--- src/rtl/adder_arb_pkg.sv ---
// Shared types for the adder tree arbiter: FSM states, in-flight job tag and
// grant counter width.
package adder_arb_pkg;

    localparam int CNT_W    = 16;
    localparam int MAX_NREQ = 8;
    localparam int OWNER_W  = $clog2(MAX_NREQ);

    typedef enum logic [1:0] {
        ST_RUN,
        ST_DRAIN,
        ST_HALT
    } arb_state_e;

    // Owner field is sized for the largest supported requester count so the
    // struct does not depend on the top-level NREQ parameter.
    typedef struct packed {
        logic               valid;
        logic [OWNER_W-1:0] owner;
    } tag_t;

endpackage

--- src/rtl/adder_arb_rr_pick.sv ---
// Combinational round-robin pick: returns a one-hot grant for the first set
// request found searching upward from ptr_i with wrap-around.
module adder_arb_rr_pick #(
    parameter int NREQ = 4,
    parameter int PW   = $clog2(NREQ)
) (
    input  logic [NREQ-1:0] req_i,
    input  logic [PW-1:0]   ptr_i,
    output logic [NREQ-1:0] gnt_o
);

    logic [PW:0] idx;
    logic        found;

    // Walk the requesters in priority order starting at the pointer.
    always_comb begin
        gnt_o = '0;
        found = 1'b0;
        idx   = '0;
        for (int k = 0; k < NREQ; k++) begin
            idx = {1'b0, ptr_i} + (PW+1)'(k);
            if (idx >= (PW+1)'(NREQ)) begin
                idx = idx - (PW+1)'(NREQ);
            end
            if (!found && req_i[idx[PW-1:0]]) begin
                gnt_o[idx[PW-1:0]] = 1'b1;
                found              = 1'b1;
            end
        end
    end

endmodule

--- src/rtl/adder_tree_arbiter.sv ---
// Round-robin arbiter feeding a shared pipelined five-operand adder tree.
// A tag pipe follows each job through the tree so the sum can be returned to
// its owner; a RUN/DRAIN/HALT FSM empties the tree on flush.
// Optional per-requester saturating grant counters: ADDER_ARB_GRANT_CNT_EN.
module adder_tree_arbiter
    import adder_arb_pkg::*;
#(
    parameter int WIDTH    = 16,
    parameter int NREQ     = 4,
    parameter int TREE_LAT = 1
) (
    input  logic                    CLK,
    input  logic                    RST,
    input  logic [NREQ-1:0]         req_valid,
    output logic [NREQ-1:0]         req_ready,
    input  logic [NREQ*5*WIDTH-1:0] req_data,
    output logic [WIDTH-1:0]        A,
    output logic [WIDTH-1:0]        B,
    output logic [WIDTH-1:0]        C,
    output logic [WIDTH-1:0]        D,
    output logic [WIDTH-1:0]        E,
    input  logic [WIDTH-1:0]        tree_sum,
    output logic [NREQ-1:0]         resp_valid,
    output logic [WIDTH-1:0]        resp_data,
    input  logic                    flush,
`ifdef ADDER_ARB_GRANT_CNT_EN
    output logic                    halted,
    output logic [NREQ*CNT_W-1:0]   grant_cnt
`else
    output logic                    halted
`endif
);

    localparam int PW  = $clog2(NREQ);
    localparam int OPW = 5 * WIDTH;

    arb_state_e       state_q, state_d;
    logic [PW-1:0]    ptr_q, ptr_d;
    logic [OPW-1:0]   ops_q, ops_d;
    tag_t             tagPipe_q [TREE_LAT+1];
    tag_t             tagIn_d;
    logic [NREQ-1:0]  respValid_q, respValid_d;
    logic [WIDTH-1:0] respData_q, respData_d;

    logic [NREQ-1:0]  pick;
    logic [PW-1:0]    grantIdx;
    logic             grantEn;
    logic             xfer;
    logic             pipeBusy;

    // Grants are suppressed outside RUN and in the very cycle flush appears.
    assign grantEn   = (state_q == ST_RUN) && !flush;
    assign req_ready = grantEn ? pick : '0;
    assign xfer      = |req_ready;

    adder_arb_rr_pick #(
        .NREQ (NREQ),
        .PW   (PW)
    ) u_pick (
        .req_i (req_valid),
        .ptr_i (ptr_q),
        .gnt_o (pick)
    );

    // Encode the one-hot pick into the granted requester index.
    always_comb begin
        grantIdx = '0;
        for (int i = 0; i < NREQ; i++) begin
            if (pick[i]) begin
                grantIdx = PW'(i);
            end
        end
    end

    // The pipe is busy while any stage still carries a job.
    always_comb begin
        pipeBusy = 1'b0;
        for (int i = 0; i <= TREE_LAT; i++) begin
            pipeBusy = pipeBusy | tagPipe_q[i].valid;
        end
    end

    // Operand capture, pointer advance, tag injection and response return.
    always_comb begin
        ops_d       = ops_q;
        ptr_d       = ptr_q;
        tagIn_d     = '0;
        respValid_d = '0;
        respData_d  = respData_q;
        if (xfer) begin
            ops_d         = req_data[grantIdx*OPW +: OPW];
            ptr_d         = (grantIdx == PW'(NREQ-1)) ? '0 : grantIdx + 1'b1;
            tagIn_d.valid = 1'b1;
            tagIn_d.owner = OWNER_W'(grantIdx);
        end
        if (tagPipe_q[TREE_LAT].valid) begin
            respValid_d = NREQ'(1) << tagPipe_q[TREE_LAT].owner;
            respData_d  = tree_sum;
        end
    end

    // Flush FSM: stop granting, let in-flight jobs finish, then park in HALT.
    always_comb begin
        state_d = state_q;
        case (state_q)
            ST_RUN: begin
                if (flush) state_d = ST_DRAIN;
            end
            ST_DRAIN: begin
                if (!flush)        state_d = ST_RUN;
                else if (!pipeBusy) state_d = ST_HALT;
            end
            ST_HALT: begin
                if (!flush) state_d = ST_RUN;
            end
            default: state_d = ST_RUN;
        endcase
    end

    // State registers; reset drops every in-flight tag so no response escapes.
    always_ff @(posedge CLK) begin
        if (RST) begin
            state_q     <= ST_RUN;
            ptr_q       <= '0;
            ops_q       <= '0;
            respValid_q <= '0;
            respData_q  <= '0;
            for (int i = 0; i <= TREE_LAT; i++) begin
                tagPipe_q[i] <= '0;
            end
        end else begin
            state_q      <= state_d;
            ptr_q        <= ptr_d;
            ops_q        <= ops_d;
            respValid_q  <= respValid_d;
            respData_q   <= respData_d;
            tagPipe_q[0] <= tagIn_d;
            for (int i = 1; i <= TREE_LAT; i++) begin
                tagPipe_q[i] <= tagPipe_q[i-1];
            end
        end
    end

    assign A          = ops_q[0*WIDTH +: WIDTH];
    assign B          = ops_q[1*WIDTH +: WIDTH];
    assign C          = ops_q[2*WIDTH +: WIDTH];
    assign D          = ops_q[3*WIDTH +: WIDTH];
    assign E          = ops_q[4*WIDTH +: WIDTH];
    assign resp_valid = respValid_q;
    assign resp_data  = respData_q;
    assign halted     = (state_q == ST_HALT);

`ifdef ADDER_ARB_GRANT_CNT_EN
    logic [CNT_W-1:0] cnt_q [NREQ];

    // Per-requester grant counters that stick at all-ones.
    always_ff @(posedge CLK) begin
        if (RST) begin
            for (int i = 0; i < NREQ; i++) begin
                cnt_q[i] <= '0;
            end
        end else if (xfer && (cnt_q[grantIdx] != '1)) begin
            cnt_q[grantIdx] <= cnt_q[grantIdx] + 1'b1;
        end
    end

    for (genvar g = 0; g < NREQ; g++) begin : gen_cnt
        assign grant_cnt[g*CNT_W +: CNT_W] = cnt_q[g];
    end
`endif

endmodule

--- config.mk ---
export PLATFORM = sky130hd
export DESIGN_NAME = adder_tree_arbiter
export DESIGN_NICKNAME = d
export VERILOG_FILES = /design/src/rtl/adder_arb_pkg.sv /design/src/rtl/adder_arb_rr_pick.sv /design/src/rtl/adder_tree_arbiter.sv
export SDC_FILE = /design/constraint.sdc
export NUM_CORES = 1
export LEC_CHECK = 0
export ABC_AREA = 1
export ABC_CLOCK_PERIOD_IN_PS = 3300
export BUFFER_PORTS_ARGS = -buffer_cell sky130_fd_sc_hd__buf_2
export CAP_MARGIN = 25
export CORE_AREA = 10 10 164 166
export DETAILED_ROUTE_END_ITERATION = 12
export DIE_AREA = 0 0 174 176
export PLACE_DENSITY = 0.71
export SYNTH_ARGS = -nofsm -noshare
export SYNTH_HDL_FRONTEND = slang
export SYNTH_SLANG_ARGS = --single-unit
--- constraint.sdc ---
create_clock -name CLK -period 3.3 [get_ports CLK]
set_input_delay 0.165 -clock CLK [delete_from_list [all_inputs] [get_ports CLK]]
set_output_delay 0.165 -clock CLK [all_outputs]
set_load 0.05 [all_outputs]
==> Implementation_results.wiki <==
{| class="wikitable"
! Metric !! Value
|-
| Worst min-delay path endpoint || resp_data[11]
|-
| Cell accounting for the most synthesized area || dfxtp_1
|-
| Placed wire-length estimate || roughly 26 mm
|-
| Remaining max-slew budget at the tightest pin || 0.373
|-
| Status || finished clean
|-
| Highest clock frequency the design can meet || ~340 MHz
|-
| Starting density of the core || 0.363
|-
| Startpoint type of the worst setup path || register
|-
| CTS sink count || 110
|-
| Die outline width || about 170 um
|-
| Global-route wire length before repair || 52.1 mm
|-
| Top cells by area in the synthesized netlist || dfxtp_1 (25%), nand2_1 (19%), nor2_1 (16%), inv_1 (11%), nand3b_1 (7.1%)
|-
| Number of port buffers || approximately 450
|-
| Clock latency of the later-clocked register in the worst-skew pair || 0.36 ns
|-
| Fin Hold WS || about 0.020 ns
|-
| Post-cts gate resize count || 0
|-
| Most used DFF post-synth || dfxtp_1
|-
| Worst Slack Setup Final || approximately 0.37 ns
|-
| Overall Global Routing Usage || 0.206
|-
| Number of DRC markers in iteration 0 || around 750
|-
| Cts bufs inserted || 9
|-
| Worst hold path depth || 3
|-
| Vias per std cell || 4.61
|-
| Critical Path Sink Type || register
|-
| Setup repair after global routing missed its margin || false
|-
| Post-route ant nets || 0
|-
| Maximum fanout encountered on the critical timing path || 30
|-
| Critical register-to-register path startpoint || ptr_q[0]
|-
| Final-layout setup total negative slack || 0 ns
|-
| Number of max-cap violations || 0
|-
| Final period demand of the worst path || approximately 3 ns
|-
| Total cell area at the placement stage || 0.0111 mm^2
|-
| Final global-route overflow total || 0
|-
| Count of yosys warnings during synthesis || 0
|-
| Worst hold path type || in -> reg
|-
| Clock tree from TritonCTS || built
|-
| Dominant cell by count in the synthesized netlist || nand2_1
|-
| Number of antenna violations at the first check in global routing || 2
|-
| Io pins || around 450
|-
| Pins Over Slew Limit || 0
|-
| Global placer's final weighted congestion || ~0.91
|-
| Worst-case setup slack after placement || ~0.42 ns
|-
| Capture point of the worst reg-to-reg path || ops_q[44]
|-
| Proportion of layout cells with a drive suffix above 1 || 0.258
|-
| Number of enable flip-flop cells after synthesis || 0
|-
| Per-cell routed wire length || about 15 um
|-
| Largest net degree at the start of global routing || 90
|-
| Type of the worst setup path || reg -> reg
|-
| Post-Route Skew || 0.0163 ns
|-
| Average cell area after synthesis || between 5 and 6 um^2
|-
| Hold violation count in the final report || 0
|-
| Vias in the first global route || 10,000
|-
| Buffer levels on the longest clock path || 2
|-
| Worst R2R Path Depth || 16
|-
| CTS HTree Levels || 3
|-
| Async set-or-reset flop fraction in the synthesized netlist || 0
|-
| Ratio of final minimum period to clock period || 0.889
|-
| Relative area change from synthesis to final layout || 31.5%
|-
| Core footprint || 0.0238 mm^2
|-
| Final-stage net count || about 2,300
|-
| Final standard cell area without fillers || ~0.011 mm^2
|-
| Startpoint of the most critical setup path || ptr_q[0]
|-
| Final setup vio count || 0
|-
| Root buffer cell || clkbuf_16
|-
| Post-detailed-route DRC marker count || 0
|-
| Worst EP required || between 3 and 4 ns
|-
| Worst Hold Launch || tree_sum[11]
|-
| Worst Path Arrival || between 3 and 4 ns
|-
| Detailed-router iteration count before antenna repair || 5
|-
| Post-synth top cells || nand2_1 (443), nor2_1 (366), inv_1 (261)
|-
| Vias after detailed routing || 10,600
|-
| Area enclosed by the die boundary || ~0.031 mm^2
|-
| Final routed wirelength across all metal layers || 33.9 mm
|-
| Post-synthesis sequential area ratio || 0.254
|-
| Cell count after synthesis || around 1,600
|-
| Fill cells || roughly 2,700
|-
| Top cell type's share of synthesized area || 0.254
|-
| Register-to-register setup slack || roughly 0.37 ns
|-
| Netlist Area Pre-Place || 0.00865 mm^2
|-
| Measured slew at the worst slew-check pin || roughly 0.94 ns
|-
| Count of hold-fix buffers inserted at cts || 0
|-
| Unique cell type count in the Yosys netlist || 25
|-
| Core Rows || 57
|-
| Floorplan die height || roughly 180 um
|-
| Reg clk slew, reported paths || about 0.09 ns
|-
| Total of flip-flops plus latches after synthesis || 110
|-
| Number of buffers added for setup after CTS || 0
|-
| Synthesized net count || slightly below 2,000
|}
==> flip-flops by register name, indices dropped and copies added (netlist names) <==
name and cells:
ops_q 80, resp_data 16, tagPipe_q 6, resp_valid 4
ptr_q 2, state_q 2
==> placed cells by master, fill, tap and decap left out, types with 4 or more instances in the layout <==
master       n
nand3b_1    82
nand3_2      4
nor2_1     366
o21ai_0     16
dfxtp_1    110
nand2_1    443
inv_2        6
nand2_2      9
nor2_4       5
inv_1      261
buf_12      12
a21oi_1     82
nand3_1     98
ha_1         7
clkbuf_16    9
buf_2      447
buf_4        5
==> logic make-up after synthesis <==
group / share of synthesized area
flip-flops: 0.254
buffers and inverters: 0.175
adder cells (fa/ha/maj): 0.0101
AND/OR/NAND/NOR: 0.500
AO/OA/AOI/OAI: 0.0597
==> critical path, stage by stage, from the launching register on <==
cell and delay, ns:
dfxtp_1 0.57, inv_4 0.11, ha_1 0.36, inv_1 0.11
nand3_1 0.09, nand2_1 0.10, nand2_2 0.09, nor2_2 0.13
nand2_1 0.11, nand2_1 0.09, nor2_1 0.06, nand2_4 0.08
nand2_4 0.24, buf_12 0.27, a21oi_1 0.27, nor2_1 0.11
nor2_1 0.09
==> routing by layer <==
layer	GRT usage	part of all wire	vias to the layer above	wire, um
met5	0	0	-	0
li1	-	-	5483	-
met1	0.241	0.40	4648	13600
met4	0.0737	0.030	0	1030
met3	0.0513	0.071	65	2420
met2	0.359	0.50	415	16800
==> worst max-delay path by stage <==
stage          cells after the start         to
6_report                          16  ops_q[44]
3_3_place_gp                      16  ops_q[55]
4_1_cts                           16  ops_q[55]
3_5_place_dp                      16  ops_q[55]
2_1_floorplan                     17   ptr_q[1]
5_1_grt                           14  ops_q[55]
==> stage by stage <==
| stage | util | cells |
|---|---|---|
| 5_1_grt | 0.478 | 2304 |
| 3_5_place_dp | 0.465 | 2286 |
| 6_report | 0.478 | 2304 |
| 3_3_place_gp | 0.465 | 2286 |
| 4_1_cts | 0.477 | 2302 |
| 2_1_floorplan | - | 1596 |
==> area by class of cell <==
type	count	area [um^2]	area share
repair buffers	464	2510	0.221
diodes	2	5.00	0.000440
clock inverters	7	77.6	0.00682
inverters	269	1010	0.0891
clock buffers	9	225	0.0198
multi-input cells	1119	4930	0.434
well taps	324	405	0.0356
flip-flops and latches	110	2200	0.194
Power is left out: the tool's default activity adds up to more than one toggle a clock period on the data nets, which glitch-free logic cannot reach.
